--- src/rtl/fsm_step_arbiter.sv ---
// Round-robin arbiter that steps a shared 2-bit control FSM, one ctrl pulse at a time,
// until its Y output matches the granted requester's target; reports done, or err on step-budget exhaustion.
module fsm_step_arbiter #(
  parameter int MAX_STEPS = 4,
  parameter int CNT_W     = 4
) (
  input  logic       clk,
  input  logic       reset,
  input  logic [1:0] req,
  input  logic [1:0] tgt0,
  input  logic [1:0] tgt1,
  input  logic [1:0] y_in,
  output logic       ctrl_out,
  output logic [1:0] gnt,
  output logic       busy,
  output logic       done,
  output logic       err
);

  typedef enum logic [2:0] {IDLE, CHECK, STEP, WAIT, RESP} state_t;

  localparam logic [CNT_W-1:0] MAX_CNT = CNT_W'(MAX_STEPS);

  state_t             state_q, state_d;
  logic [1:0]         gnt_q, gnt_d;
  logic               rr_q, rr_d;
  logic [CNT_W-1:0]   cnt_q, cnt_d;
  logic [1:0]         tgt_q, tgt_d;
  logic               ctrl_q, ctrl_d;
  logic               busy_q, busy_d;
  logic               done_q, done_d;
  logic               err_q, err_d;
  logic               sel;

  always_ff @(posedge clk or posedge reset) begin
    if (reset) begin
      state_q <= IDLE;
      gnt_q   <= 2'b00;
      rr_q    <= 1'b0;
      cnt_q   <= '0;
      tgt_q   <= 2'b00;
      ctrl_q  <= 1'b0;
      busy_q  <= 1'b0;
      done_q  <= 1'b0;
      err_q   <= 1'b0;
    end else begin
      state_q <= state_d;
      gnt_q   <= gnt_d;
      rr_q    <= rr_d;
      cnt_q   <= cnt_d;
      tgt_q   <= tgt_d;
      ctrl_q  <= ctrl_d;
      busy_q  <= busy_d;
      done_q  <= done_d;
      err_q   <= err_d;
    end
  end

  always_comb begin
    state_d = state_q;
    gnt_d   = gnt_q;
    rr_d    = rr_q;
    cnt_d   = cnt_q;
    tgt_d   = tgt_q;
    done_d  = 1'b0;
    err_d   = 1'b0;
    sel     = 1'b0;

    case (state_q)
      IDLE: begin
        if (|req) begin
          // Contention goes to the round-robin pointer; otherwise whoever is asking.
          sel     = (req == 2'b11) ? rr_q : req[1];
          gnt_d   = sel ? 2'b10 : 2'b01;
          tgt_d   = sel ? tgt1 : tgt0;
          cnt_d   = '0;
          state_d = CHECK;
        end
      end
      CHECK: begin
        if (y_in == tgt_q) begin
          done_d  = 1'b1;
          state_d = RESP;
        end else begin
          state_d = STEP;
        end
      end
      STEP: begin
        cnt_d   = (cnt_q >= MAX_CNT) ? cnt_q : cnt_q + CNT_W'(1);
        state_d = WAIT;
      end
      WAIT: begin
        // Compare before issuing another pulse so the FSM never overshoots.
        if (y_in == tgt_q) begin
          done_d  = 1'b1;
          state_d = RESP;
        end else if (cnt_q >= MAX_CNT) begin
          err_d   = 1'b1;
          state_d = RESP;
        end else begin
          state_d = STEP;
        end
      end
      RESP: begin
        rr_d    = gnt_q[0];
        gnt_d   = 2'b00;
        state_d = IDLE;
      end
      default: begin
        gnt_d   = 2'b00;
        state_d = IDLE;
      end
    endcase

    // Outputs are registered from the next state so they switch cleanly with the state.
    ctrl_d = (state_d == STEP);
    busy_d = (state_d != IDLE);
  end

  assign ctrl_out = ctrl_q;
  assign gnt      = gnt_q;
  assign busy     = busy_q;
  assign done     = done_q;
  assign err      = err_q;

endmodule

--- config.mk ---
export PLATFORM = sky130hd
export DESIGN_NAME = fsm_step_arbiter
export DESIGN_NICKNAME = d
export VERILOG_FILES = /design/src/rtl/fsm_step_arbiter.sv
export SDC_FILE = /design/constraint.sdc
export NUM_CORES = 1
export LEC_CHECK = 0
export ABC_AREA = 0
export BUFFER_PORTS_ARGS = -buffer_cell sky130_fd_sc_hd__buf_2
export CAP_MARGIN = 40
export CORE_MARGIN = 5
export CORE_UTILIZATION = 54
export DETAILED_ROUTE_END_ITERATION = 16
export PLACE_DENSITY = 0.86
export SYNTH_ARGS = -nofsm -noshare
export SYNTH_HDL_FRONTEND = slang
export SYNTH_SLANG_ARGS = --single-unit
--- constraint.sdc ---
create_clock -name clk -period 3.65 [get_ports clk]
set_clock_uncertainty 0.2 [all_clocks]
set_input_delay 0.365 -clock clk [delete_from_list [all_inputs] [get_ports clk]]
set_output_delay 0.365 -clock clk [all_outputs]
set_load 0.02 [all_outputs]
==> results of run 1 <==
[tightest hold or removal path, stage by stage]
cell	delay, ns
buf_2	0.09
o21ai_0	0.06
a31oi_1	0.08
[worst paths after layout]
path	startpoint	end	slack, ns	cells after the start
worst max-delay path	state_q[1]$_DFF_PP0_	rr_q$_DFFE_PP0N_	2.14	3
worst min-delay path	tgt0[0]	tgt_q[0]$_DFFE_PP0P_	0.15	3
worst max register to register	state_q[1]$_DFF_PP0_	rr_q$_DFFE_PP0N_	2.14	3
worst min register to register	gnt[0]$_DFFE_PP0P_	rr_q$_DFFE_PP0N_	0.33	1
max in group asynchronous	reset	state_q[0]$_DFF_PP0_	2.40	3
min in group asynchronous	reset	ctrl_out$_DFF_PP0_	0.47	3
[area by class of cell]
cell class | instances | share of cell area
tap | 15 | 0.02235
sequential | 16 | 0.4769
clock buffer | 3 | 0.02683
inverter | 2 | 0.008942
multi-input combinational | 47 | 0.3636
timing repair buffer | 16 | 0.1013
[layer usage]
metal	routed length (um)	part of all wire	vias up
met4	33	0.023	0
met3	120	0.082	6
met5	0	0	-
met1	617	0.42	268
li1	-	-	269
met2	689	0.47	28
[placed cells by master (no fill, tap or decap), types with 2 or more instances in the layout]
cell / count
inv_1: 2
dfrtp_1: 16
nand3_1: 4
o21ai_0: 6
and2_1: 2
a31oi_1: 3
nand2_1: 4
a21oi_1: 5
nor2_1: 4
xor2_1: 2
nand2b_1: 2
buf_2: 15
clkbuf_4: 3
[registers in the layout, indices dropped and copies added, names as in the netlist]
name,cells
state_q,3
done,1
err,1
tgt_q,2
ctrl_out,1
cnt_q,4
busy,1
gnt,2
rr_q,1
[cells by family after synthesis]
logic type,synth area share
and+or+nand+nor,0.1895
AOI/OAI and AO/OA,0.1649
DFF,0.5614
xor gates and xnor gates,0.02457
buffers and inverters,0.01053
muxes,0.03158
adders and majority gates,0.01754
[what timing repair did]
item,CTS,global route
hold buffers,1,0
hold endpoints to repair,16,0
setup endpoints to repair,0,0
[power by group through the flow]
stage | Combinational, uW | Clock, uW | Sequential (uW)
after CTS | 301 | 94.3 | 304
after floorplan | 192 | 0 | 328
final | 302 | 92.8 | 305
after detailed placement | 297 | 0 | 308
after global routing | 326 | 105 | 313
after global placement | 286 | 0 | 303
[stage by stage]
step | total power, uW | cells | hold slack, ns | util
final | 700.2 | 99 | 0.1456 | 0.6617
after global routing | 743.4 | 99 | 0.1440 | 0.6617
after CTS | 699.1 | 99 | 0.1484 | 0.6617
after detailed placement | 605.3 | 95 | 0.2597 | 0.6361
after global placement | 588.9 | 95 | 0.2529 | 0.6361
after floorplan | 520.3 | 65 | 0.07874 | -
==> metrics.txt, run 1 <==
setup_tns 0 ns; post-route ant nets 0; Worst slew margin 0.6087; Final Critical Period 1.511 ns; die area 0.002147 sq mm; #FFs+latches synth 16; Distinct cells, synth 26; synth cell count leaders 16 x dfrtp_1, 6 x o21ai_0, 5 x a21oi_1; multi-input combinational cell area 305.3 sq um; first-pass GRT wire length 2.270 mm; Global Route Usage Sum 0.1590; Worst-path clk slew 0.09 ns; final setup violation count 0; EDFF count, synth 0; Root Buffer clkbuf_4; GR Layer Usage met1 0.1765; final setup margin 2.139 ns; final slew viol count 0; core box area 0.001269 sq mm; RSZ-0062 raised after global routing false; setup slack at placement 2.173 ns; slowest library cell on the worst path dfrtp_1; Hold Path Class in -> reg; vias 571; post-CTS setup buffer count 0; status finished clean; die height 46.34 um; Yosys top cell by area dfrtp_1; clock sink total 16; IR drop worst, VDD 0.4472 mV; fin nets 97; 1st-iter DRT viols 9; largest net degree at the start of global routing 17; TritonCTS clock tree done; port bufs 15; endpoints failing hold 0; crit-path cells nor2_2 > nand2_1 > mux2_1; worst slew pin tran 0.5863 ns; grt met2 use 0.2582; asr flop ratio synth 1.000; clock share of power 0.132; required time worst endpoint 3.63 ns; global routing's busiest layer met2; vias in the first global route 518; HPWL after DPL 1.078 mm; antenna violations before repair 0; crit share post-route 0.4141; cells after synthesis 65; diodes inserted 0; dpl cell area 807.0 sq um; Initial Util 0.5621; mapped cell area 713.2 sq um; Reg power frac 0.436; H-tree levels 1; fin area 839.6 sq um; Seq/Total Area, Yosys 0.5614; PwrDens 834.0 mW/mm^2; synthesized area per cell 10.97 sq um; drt total wl 1.461 mm; most used flip-flop cell after synthesis dfrtp_1; register area 400.4 sq um; I/O Pins 16; CP startpoint kind flip-flop; Logic pwr share 0.431; width of the die 46.34 um; Max Cap Violations 0; total grt overflow 0; most frequent cell after synthesis dfrtp_1; fmax 661.6 MHz; NetSw 282.0 uW; Int Pwr 418.2 uW; Worst Path Arrival 1.49 ns; M3 GR Usage 0.05078; worst-path maximum fanout 10; Yosys top cell area share 0.5614; vias per cell 5.768; PostCTS Resize Cnt 0; FILL cells 107; Clock Tree Buf Depth 2; Syn-to-layout area delta 17.72%; number of buffers and inverters on the critical path 0; TritonCTS buffer count 3; cell row count 13; Clock Latency Late Sink 0.29 ns; DR DRC count 0; DRT Pass-1 Iters 4; Ys Warns 0; nature of the critical path endpoint flip-flop; CP Class reg -> reg; critical path's largest stage delay 0.43 ns; GP Congestion 0.7710; family with the most delay on the worst path simple AND/OR/NAND/NOR gates; fraction of layout cells with a size suffix above 1 0.3095; WL per Instance 14.76 um; synthesized net count 76; Switching Fraction 0.4027; Area contributors post-synth dfrtp_1 56%, o21ai_0 4.2%, a21oi_1 3.5%; leakage 0.0004085 uW
Power figures use the tool's default switching activity.
==> inputs of run 2 (changes only) <==
CORE_UTILIZATION = 50   (was 54)
PLACE_DENSITY = 0.81   (was 0.86)
clock period = 1.6 ns   (was 3.65 ns; I/O delays follow)
==> run 2 against run 1 <==
  * Clock power up 120%
  * Cell count up 7.1%
  * Global-route usage up 1.1 points
  * Worst hold slack worse by 0.0077 ns
  * Critical path depth up 2
  * Combinational power up 130%
  * Flip-flop and latch count unchanged
  * Register-to-register slack worse by 2.0 ns
==> metrics.txt, run 2 (same netlist as run 1, synthesis figures left out) <==
worst-path maximum fanout 6 (-4); die area 0.002282 sq mm (+6.2%); Max Cap Violations 0 (unchanged); fin area 907.1 sq um (+8.0%); DR DRC count 0 (unchanged); DRT Pass-1 Iters 4 (unchanged); Worst-path clk slew 0.08 ns (about the same); CP Class in -> reg; final slew viol count 0 (unchanged); vias 592 (+3.7%); die height 47.77 um (+3.1%); CP startpoint kind input port; leading cell type in the layout, fill and taps excluded dfrtp_1; Initial Util 0.5413 (-0.02082); cell row count 13 (unchanged); required time worst endpoint 1.62 ns (-2.01 ns); core box area 0.001318 sq mm (+3.8%); endpoints failing hold 0 (unchanged); vias per cell 5.585 (-3.2%); status finished clean; most frequent cells in the layout 16 x dfrtp_1, 15 x buf_2, 7 x dlygate4sd3_1, 6 x o21ai_0, 5 x a21oi_1; Clock Tree Buf Depth 2 (unchanged); width of the die 47.77 um (+3.1%); clock sink total 16 (unchanged); Clock Latency Late Sink 0.28 ns (about the same); vias in the first global route 620 (+20%); HPWL after DPL 1.081 mm (+0.32%); Worst Path Arrival 1.51 ns (+0.02 ns); PwrDens 1774 mW/mm^2 (+110%); total grt overflow 0 (unchanged); Final Critical Period 1.488 ns; crit-path cells dlygate4sd3_1 > buf_2 > o21ba_2 > a22oi_1 > mux2_2; antenna violations before repair 0 (unchanged); post-CTS setup buffer count 0 (unchanged); worst slew pin tran 0.5845 ns (-0.001823 ns); TritonCTS buffer count 3 (unchanged); FILL cells 95 (-11%); RSZ-0062 raised after global routing false; I/O Pins 16 (unchanged); H-tree levels 1 (unchanged); leakage 0.0004386 uW (+7.4%); fraction of layout cells with a size suffix above 1 0.2967 (-0.01282); Hold Path Class in -> reg; largest net degree at the start of global routing 17 (unchanged); setup_tns 0 ns (unchanged); IR drop worst, VDD 1.037 mV (+130%); Syn-to-layout area delta 27.19%; port bufs 15 (unchanged); nature of the critical path endpoint flip-flop; post-route ant nets 0 (unchanged); fmax 672.1 MHz; slowest library cell on the worst path dlygate4sd3_1; 1st-iter DRT viols 16 (+7); dpl cell area 814.5 sq um (+0.93%); largest registers cnt_q x4, state_q x3; Biggest register cnt_q; fin nets 104 (+7.2%); WL per Instance 14.72 um (-0.28%); first-pass GRT wire length 2.615 mm (+15%); final setup violation count 0 (unchanged); GP Congestion 0.7742 (+0.42%); critical path's largest stage delay 0.55 ns (+0.12 ns); Worst slew margin 0.6099 (+0.001217); Root Buffer clkbuf_4; Global Route Usage Sum 0.1703 (+0.01126); number of flip-flops in the largest register 4 (unchanged); diodes inserted 0 (unchanged); crit share post-route 0.9300; drt total wl 1.560 mm (+6.8%); TritonCTS clock tree done
==> run 2: changes by cell type in the layout (fill, tap and decap cells not counted), sizes merged <==
cell,change
buf,+1
dlygate4sd3,+6
==> run 2: critical path: cells and delay by family <==
family | cells | cell delay, ns
buf+inv | 2 | 0.72
compound gates | 2 | 0.45
mux | 1 | 0.19
==> run 2: power by group <==
group	leakage (uW)	switching, uW	internal (uW)
Clock	0.0000138	113	87.3
Sequential	0.000202	136	567
Combinational	0.000223	381	326
==> run 2: path summary, 6_finish.rpt <==
check	endpoint	cells past startpoint	from	slack, ns
setup / recovery	cnt_q[0]$_DFFE_PP0P_	5	req[1]	0.11
hold / removal	ctrl_out$_DFF_PP0_	4	y_in[0]	0.14
hold reg to reg	cnt_q[0]$_DFFE_PP0P_	1	cnt_q[0]$_DFFE_PP0P_	0.34
min in group asynchronous	cnt_q[0]$_DFFE_PP0P_	3	reset	0.28
setup reg to reg	cnt_q[0]$_DFFE_PP0P_	3	state_q[2]$_DFF_PP0_	0.12
max in group asynchronous	ctrl_out$_DFF_PP0_	3	reset	0.55
==> run 2: area by class of cell <==
cell class	instances	area, sq um	area share
well taps	15	18.77	0.02069
flip-flops and latches	16	400.4	0.4414
clock buffers	3	22.52	0.02483
multi-input cells	47	305.3	0.3366
inverters	2	7.507	0.008276
repair buffers	23	152.6	0.1683
==> run 2: what timing repair did <==
item                       CTS  global route
hold endpoints to repair    19             1
setup endpoints to repair    0             0
hold buffers                 6             1
gates resized for setup      0             0
==> run 2: stage by stage <==
step           hold WS, ns    util  setup slack [ns]  power [uW]  instances
6_report            0.1380  0.6885            0.1120        1609        106
3_3_place_gp       0.04814  0.6182            0.1935        1371         96
3_5_place_dp       0.05846  0.6182            0.1458        1397         96
5_1_grt             0.1656  0.6885           0.07134        1733        106
4_1_cts           0.001886  0.6809            0.1326        1608        105
2_1_floorplan      -0.1263       -            0.2378        1187         65
==> run 2: per-layer routing <==
layer | track usage | share of wire | vias to the layer above
met4 | 0.05376 | 0.014 | 0
met1 | 0.1850 | 0.43 | 285
met2 | 0.3087 | 0.50 | 22
met5 | 0 | 0 | -
met3 | 0.05639 | 0.057 | 2
li1 | - | - | 283
